**config.mk**
```make
export PLATFORM = sky130hd
export DESIGN_NAME = oled_frame_arbiter
export DESIGN_NICKNAME = d
export VERILOG_FILES = /design/src/rtl/oled_frame_arbiter.sv
export SDC_FILE = /design/constraint.sdc
export NUM_CORES = 1
export LEC_CHECK = 0
export ABC_AREA = 0
export CORE_UTILIZATION = 41
export DETAILED_ROUTE_END_ITERATION = 10
export GPL_TIMING_DRIVEN = 0
export PLACE_DENSITY = 0.86
export SLEW_MARGIN = 0
export SYNTH_ARGS = -nofsm -noshare
export SYNTH_HDL_FRONTEND = slang
export SYNTH_SLANG_ARGS = --single-unit
```
**constraint.sdc**
```tcl
create_clock -name clock -period 3 [get_ports clock]
set_input_delay 0.3 -clock clock [delete_from_list [all_inputs] [get_ports clock]]
set_output_delay 0.3 -clock clock [all_outputs]
set_load 0.01 [all_outputs]
```
**src/rtl/oled_frame_arbiter.sv**
```systemverilog
// ---------------------------------------------------------------------------
// oled_frame_arbiter
//   Shares the OLED pixel stream between up to four renderers. One renderer
//   owns the display for a whole frame. Ownership only changes at a frame
//   boundary (index wrapping back to 0), using round-robin rotation with a
//   minimum hold time while other renderers are waiting.
//
// Ports
//   clock        : system clock, shared with the OLED driver
//   reset        : synchronous, active-high reset
//   index        : current pixel index from the OLED driver (0..LAST_INDEX)
//   req          : per-renderer display request, level-sensitive
//   pix0..pix3   : renderer colours (RGB565) for the current index
//   data         : registered pixel colour to the OLED driver
//   grant        : one-hot current owner, 0 when idle
//   owner_valid  : high while a renderer owns the display
//   switch_pulse : one-cycle pulse on the edge where (state, owner) changes
//
// state   | meaning
// --------+----------------------------------------------------------
// ST_IDLE | nobody owns the display, BLANK_COLOUR is driven
// ST_OWN  | owner_q owns the display, its colour is forwarded
// ---------------------------------------------------------------------------
module oled_frame_arbiter #(
  parameter int unsigned HOLD_FRAMES  = 8,
  parameter logic [15:0] BLANK_COLOUR = 16'h0000,
  parameter int unsigned LAST_INDEX   = 6143,
  localparam int unsigned IDX_W       = $clog2(LAST_INDEX + 1)
) (
  input  logic             clock,
  input  logic             reset,
  input  logic [IDX_W-1:0] index,
  input  logic [3:0]       req,
  input  logic [15:0]      pix0,
  input  logic [15:0]      pix1,
  input  logic [15:0]      pix2,
  input  logic [15:0]      pix3,
  output logic [15:0]      data,
  output logic [3:0]       grant,
  output logic             owner_valid,
  output logic             switch_pulse
);

  typedef enum logic {
    ST_IDLE = 1'b0,
    ST_OWN  = 1'b1
  } state_t;

  state_t           state_q, state_d;
  logic [1:0]       owner_q, owner_d;
  logic [1:0]       last_owner_q, last_owner_d;
  logic [7:0]       hold_q, hold_d;
  logic [IDX_W-1:0] prev_index_q;
  logic [15:0]      data_q, data_d;
  logic [3:0]       grant_q, grant_d;
  logic             valid_q, valid_d;
  logic             switch_q, switch_d;

  logic             frame_start;
  logic             others_req;
  logic [8:0]       hold_inc;

  // First requester strictly after base, wrapping so base itself is
  // examined last.
  function automatic logic [1:0] rr_pick(input logic [1:0] base,
                                         input logic [3:0] r);
    logic       found;
    logic [1:0] cand;
    rr_pick = base;
    found   = 1'b0;
    for (int k = 1; k <= 4; k++) begin
      cand = base + 2'(k);
      if (!found && r[cand]) begin
        rr_pick = cand;
        found   = 1'b1;
      end
    end
  endfunction

  // An index parked at 0 (or 0 right after reset) is not a new frame.
  assign frame_start = (index == '0) && (prev_index_q != '0);
  assign others_req  = |(req & ~(4'b0001 << owner_q));
  assign hold_inc    = {1'b0, hold_q} + 9'd1;

  always_comb begin
    state_d      = state_q;
    owner_d      = owner_q;
    hold_d       = hold_q;
    last_owner_d = (state_q == ST_OWN) ? owner_q : last_owner_q;

    if (frame_start) begin
      unique case (state_q)
        ST_IDLE: begin
          if (|req) begin
            state_d = ST_OWN;
            owner_d = rr_pick(last_owner_q, req);
            hold_d  = 8'd0;
          end
        end
        ST_OWN: begin
          if (req == 4'b0000) begin
            state_d = ST_IDLE;
          end else if (!req[owner_q]) begin
            owner_d = rr_pick(owner_q, req);
            hold_d  = 8'd0;
          end else if ((hold_inc >= 9'(HOLD_FRAMES)) && others_req) begin
            // Owner is examined last by rr_pick, so another requester wins.
            owner_d = rr_pick(owner_q, req);
            hold_d  = 8'd0;
          end else begin
            hold_d = (hold_q == 8'hFF) ? hold_q : hold_q + 8'd1;
          end
        end
        default: state_d = ST_IDLE;
      endcase
    end

    // Outputs follow the values being loaded this edge so that pixel 0 of a
    // new frame already comes from the new owner.
    data_d = BLANK_COLOUR;
    if (state_d == ST_OWN) begin
      unique case (owner_d)
        2'd0:    data_d = pix0;
        2'd1:    data_d = pix1;
        2'd2:    data_d = pix2;
        default: data_d = pix3;
      endcase
    end
    grant_d  = (state_d == ST_OWN) ? (4'b0001 << owner_d) : 4'b0000;
    valid_d  = (state_d == ST_OWN);
    switch_d = (state_d != state_q) || (owner_d != owner_q);
  end

  always_ff @(posedge clock) begin
    if (reset) begin
      state_q      <= ST_IDLE;
      owner_q      <= 2'd0;
      last_owner_q <= 2'd3;
      hold_q       <= 8'd0;
      prev_index_q <= '0;
      data_q       <= BLANK_COLOUR;
      grant_q      <= 4'b0000;
      valid_q      <= 1'b0;
      switch_q     <= 1'b0;
    end else begin
      state_q      <= state_d;
      owner_q      <= owner_d;
      last_owner_q <= last_owner_d;
      hold_q       <= hold_d;
      prev_index_q <= index;
      data_q       <= data_d;
      grant_q      <= grant_d;
      valid_q      <= valid_d;
      switch_q     <= switch_d;
    end
  end

  assign data         = data_q;
  assign grant        = grant_q;
  assign owner_valid  = valid_q;
  assign switch_pulse = switch_q;

endmodule

```
Word level (Yosys, flattened, before mapping)
Cells that the tools add are included.
W data, S select, Z words.
{"block": "classes", "n_reduce_logical": 29, "bitwise_logic": 4, "order_cmp": 9, "mux": 88, "n_eq_ne": 8, "addsub": 8, "n_shift": 2}
{"op": "$mux W1", "n": 55}
{"op": "$pmux W16 S3", "n": 1}
{"op": "$mux W8", "n": 5}
{"op": "$mux W2", "n": 16}
{"op": "$lt A2 B3 Y1 const B", "n": 8}
{"op": "$bmux W1 S2", "n": 8}
{"op": "$pmux W8 S2", "n": 1}
{"op": "$logic_not A13 Y1", "n": 1}
{"op": "$reduce_bool A13 Y1", "n": 1}
{"op": "$logic_and A1 B1 Y1", "n": 11}
{"op": "$add A8 B1 Y9 const B", "n": 1}
{"op": "$ge A9 B4 Y1 const B", "n": 1}
{"op": "$logic_not A1 Y1", "n": 9}
{"op": "$add A2 B2 Y2 const B", "n": 4}
{"op": "$add A8 B1 Y8 const B", "n": 1}
{"op": "$eq A8 B8 Y1 const B", "n": 1}
{"op": "$reduce_or A4 Y1", "n": 2}
{"op": "$shl A1 B2 Y4 const A", "n": 2}
{"op": "$add A2 B1 Y2 const B", "n": 2}
{"op": "$and A4 B4 Y4", "n": 1}
{"op": "$logic_not A4 Y1", "n": 1}
{"op": "$ne A2 B2 Y1 const B", "n": 2}
{"op": "$ne A4 B4 Y1 const B", "n": 1}
{"op": "$not A4 Y4", "n": 1}
{"op": "11 further kinds", "n": 12}
{"block": "totals", "elab_cells": 156, "register_bits": 47}

Depth between registers and ports, before layout
{"block": "logic_depth", "ltp_word": 36, "depth_mapped": 13, "ltp_nobuf": 10}

Worst setup path before layout
Ideal clock, no wire load.
{"block": "synth_timing", "path_type": "register to register", "startpoint": "register owner_q[0]", "endpoint": "register data_q[10], in the netlist data[10]", "setup_slack_ns": 0.095, "setup_time_ns": 0.146, "period_less_slack_ns": 2.905, "arrival_time_ns": 2.759, "path_stages_with_launch": 13, "cell_sequence": "dfxtp_1 > buf_6 > inv_1 > ha_1 > clkbuf_1 > mux4_2 > nor3_2 > o31ai_2 > o221ai_2 > nor2_8 > buf_4 > a211oi_2 > a211oi_2"}
{"block": "synth_between", "elab_chain_len": 35, "word_cells_on_any_way": 77}
{"element": "start, declared", "line": "50", "text": "logic [1:0] owner_q, owner_d;"}
{"element": "start signal, assigned", "line": "147", "text": "owner_q <= owner_d;"}
{"element": "$add A2 B1 Y2", "line": "72", "text": "cand = base + 2'(k);"}
{"element": "$bmux W1 S2", "line": "73", "text": "if (!found && r[cand]) begin"}
{"element": "$mux W1 (not written as such)", "line": "73"}
{"element": "$mux W1", "line": "73"}
{"element": "$mux W1", "line": "106", "text": "end else if ((hold_inc >= 9'(HOLD_FRAMES)) && others_req) begin"}
{"element": "$mux W1", "line": "103", "text": "end else if (!req[owner_q]) begin"}
{"element": "$mux W1", "line": "101", "text": "if (req == 4'b0000) begin"}
{"element": "$mux W1", "line": "92", "text": "unique case (state_q)"}
{"element": "[19 not listed]"}
{"element": "$mux W2", "line": "73"}
{"element": "$mux W2", "line": "106"}
{"element": "$mux W2", "line": "103"}
{"element": "$mux W2", "line": "101"}
{"element": "$pmux W2 S2", "line": "92"}
{"element": "$mux W2 (*)", "line": "91", "text": "if (frame_start) begin"}
{"element": "$eq A2 B2 Y1 (tied with other cells)", "line": "122", "text": "unique case (owner_d)"}
{"element": "$pmux W16 S3 (*)", "line": "122"}
{"element": "end signal, assigned", "line": "151", "text": "data_q <= data_d;"}
{"element": "end, declared", "line": "54", "text": "logic [15:0] data_q, data_d;"}
Every way passes the cells marked *; elsewhere a longest branch is shown, timed or not. The select of a mux whose other input is x is not followed.
A chain may end at the register's enable or synchronous reset.

Worst setup path in the final report
{"block": "layout_timing", "startpoint": "register owner_q[1]", "endpoint": "register data_q[11], in the netlist data[11]"}
Same word-level chain as after synthesis.

==> qor.csv <==
stage,metric,value,unit
outcome,status,completed,
detailed_routing,drtPass1Iterations,5,
yosys,ys.flop_type,dfxtp_1,
detailed_routing,viasPerCell,5.66,
timing,finalCritPeriodShare,98.4,%
floorplanning,start_util,43.2,%
layout,layout-drive-gt1-share,23.3,%
power_and_ir_drop,p_per_area,304,mW/mm^2
worst_setup_path,path_class,register to register,
clock_tree,cts_tree,done,
clock_tree,cts.path.max_buffers,2,
run,maxCapViolations,0,
worst_setup_path,cp_data_arrival_time,3.19,ns
layout,diodes,0,
layout,stdcell_count,543,
clock_tree,cts_hold_buf,0,
worst_setup_path,rr_worst_depth,12,
worst_setup_path,critPathRequiredTime,3.23,ns
timing,fin_ws,0.0478,ns
yosys,postSynth.asyncResetShare,0,%
detailed_routing,wl_per_cell,17.2,um
worst_setup_path,critPathCapture,data[11],
worst_setup_path,cp-startpoint,owner_q[1],
clock_tree,cts_made_buffers,5,
worst_setup_path,startpoint_type,register,
yosys,synth_nets,407,
placed_design,portBuffers,104,
timing,max_slew_margin,50.8,%
grt,grt_first_pass_wirelength,13600,um
layout,fin_area,0.00456,sq mm
yosys,synth_area_leaders,"dfxtp_1 32%, a211oi_2 6.7%, mux2i_1 6.4%",
timing,slew_violations,0,
grt,grt_use_total,22.9,%
worst_setup_path,worstReg2RegEnd,data[11],
worst_setup_path,worst_r2r_startpoint,owner_q[1],
worst_setup_path,ff2ff_setup_slack,0.05,ns
floorplanning,coreArea,0.00691,sq mm
placed_design,placed_area,0.00414,sq mm
layout,area_growth,53.1,%
power_and_ir_drop,ir_drop,0.186,mV
worst_setup_path,cp_max_fo,10,
floorplanning,die_area,0.00761,sq mm
yosys,synth_edf_count,0,
yosys,yosysTopAreaCell,dfxtp_1,
power_and_ir_drop,p_total,1.39,mW
detailed_routing,vias,3071,
layout,fin_util,66.1,%
yosys,yosysTopAreaCellShare,31.6,%
detailed_routing,drcViolationCount,0,
grt,grt_max_degree,15,
detailed_routing,ant_nets,0,
clock_tree,htree_num_levels,2,
timing,setup_violations,0,
floorplanning,die_w,87.3,um
worst_setup_path,critPathCaptureType,register,
hold_path,hp-class,register to register,
detailed_routing,wl,9350,um
clock_tree,clkSinkCount,47,
timing,timing_hold_violations_final,0,
yosys,post_synth.cell_area_avg,9.37,sq um
clock_tree,path_clk_slew,0.10,ns
yosys,postSynthCellCount,318,
yosys,yosysSeqAreaShare,31.6,%
placed_design,post-dp-hpwl,6310,um
grt,grt_antenna_before_repair,0,
yosys,syn-cell-area,0.00298,sq mm
timing,fmax,339,MHz
floorplanning,die_h,87.3,um
placed_design,post-place-cells,518,
timing,max_slew.worst_pin.slew,0.738,ns
grt,globalRouteOverflowTotal,0,
placed_design,gp_congestion,0.852,
clock_tree,cts_root_buf,clkbuf_8,
layout,nets,535,
timing,timing.final.crit_period,2.95,ns
timing,finalClockSkew,0.0153,ns
power_and_ir_drop,leakagePower,1.72,nW
clock_tree,insertion_delay,0.31,ns
floorplanning,num_rows,30,
yosys,yosysWarnings,0,
yosys,synth-seq-cells,47,
floorplanning,pin_count,105,
placed_design,place_ws,-0.273,ns
hold_path,min-delay-start,hold_q[2],
grt,grt_pass1_vias,2922,
yosys,ys_types,59,
detailed_routing,drt-initial-drc-count,200,
[flip-flops by register name (all words and copies together) (netlist names)]
| name | cells |
|---|---|
| grant | 4 |
| data | 16 |
| last_owner_q | 2 |
| prev_index_q | 13 |
| owner_valid | 1 |
| switch_pulse | 1 |
| hold_q | 8 |
| owner_q | 2 |
[critical path, stage by stage, from the launching register on]
cell and delay, ns:
dfxtp_4 0.38, buf_8 0.11, clkinvlp_4 0.13, ha_4 0.34
mux4_2 0.37, inv_2 0.12, and3_1 0.17, o22ai_2 0.14
or3_4 0.48, buf_12 0.18, a21boi_2 0.19, a211oi_2 0.07
a211oi_2 0.18
[layout make-up]
type / count / area (sq um)
sequential: 47 / 948
clock inverter: 2 / 60.1
inverter: 11 / 48.8
timing repair buffer: 122 / 1180
fill: 525 / 2340
multi-input combinational: 234 / 1960
clock buffer: 6 / 72.6
buffer: 25 / 181
tap: 96 / 120
[worst min path at each step]
| stage | slack, ns | end | depth (start not counted) |
|---|---|---|---|
| final | 0.53 | hold_q[2] | 2 |
| after global routing | 0.57 | hold_q[3] | 2 |
| after CTS | 0.54 | hold_q[2] | 2 |
| after detailed placement | 0.53 | hold_q[2] | 2 |
| after global placement | 0.50 | hold_q[3] | 2 |
| after floorplan | 0.37 | prev_index_q[0] | 1 |
[what timing repair did]
action / in CTS / in global routing
gates resized for setup: 6 / 31
pin swaps: 1 / 9
buffers inserted: 1 / 17
setup endpoints to repair: 27 / 28
gates cloned: 0 / 0
[synthesized netlist by cell type, drive strengths merged (2+ instances only)]
cell type / number
dfxtp: 47
a211oi: 33
mux2i: 19
nor2b: 19
buf: 18
nor2: 18
a21boi: 16
nand2: 16
a21oi: 15
inv: 10
o21ai: 9
clkbuf: 8
nor3: 8
ha: 6
nand3: 6
and3: 5
nand2b: 5
nor4: 5
o211ai: 5
mux4: 4
o221ai: 4
or3: 4
a31oi: 3
mux2: 3
nand3b: 3
nand4: 3
nor3b: 3
o31a: 3
a22oi: 2
a2bb2oi: 2
o22ai: 2
[cell families after synthesis]
family | Yosys count | synth area share [%]
simple gates | 99 | 19.2
mux | 26 | 10.7
xor+xnor | 1 | 0.294
flops | 47 | 31.6
fa+ha+maj | 6 | 2.52
buf+inv | 37 | 6.72
compound gates | 102 | 29.0
[cells in the final DEF, fill, tap and decap left out, drive strengths merged, types with 3 or more instances in the layout]
cell type	netlist	layout
nor3	8	8
mux4	4	4
nor2	18	18
o221ai	4	4
and3	5	5
mux2i	19	19
nor4	5	5
or3	4	4
dfxtp	47	47
clkbuf	8	14
o31a	3	3
mux2	3	3
o211ai	5	5
clkdlybuf4s50	0	104
nand2b	5	5
a21boi	16	16
o21ai	9	9
a31oi	3	3
nand4	3	3
inv	10	9
buf	18	35
a211oi	33	33
nand2	16	16
nor2b	19	19
nand3b	3	3
nand3	6	6
ha	6	6
nor3b	3	3
a21oi	15	15
[where the power goes]
| group | internal, mW | total, mW | switching, mW | leakage, nW |
|---|---|---|---|---|
| sequential | 0.631 | 0.634 | 0.00270 | 0.384 |
| clock | 0.333 | 0.560 | 0.227 | 0.0654 |
| combinational | 0.128 | 0.195 | 0.0673 | 1.27 |
| total | 1.09 | 1.39 | 0.297 | 1.72 |
[through the flow]
step	hold WS, ns	setup TNS (ns)
5_1_grt	0.570	-0.271
3_5_place_dp	0.527	-4.72
6_report	0.535	0
4_1_cts	0.537	0
3_3_place_gp	0.504	-3.28
2_1_floorplan	0.372	0
[per-layer routing]
metal / wire, um / up-vias / GRT usage, % / share of wire, %
li1: - / 1440 / - / -
met1: 3640 / 1453 / 26.2 / 39
met2: 4930 / 141 / 42.1 / 53
met3: 454 / 37 / 4.17 / 4.9
met4: 319 / 0 / 8.35 / 3.4
met5: 0 / - / 0 / 0
No activity file was read; power rests on OpenSTA's default activity.
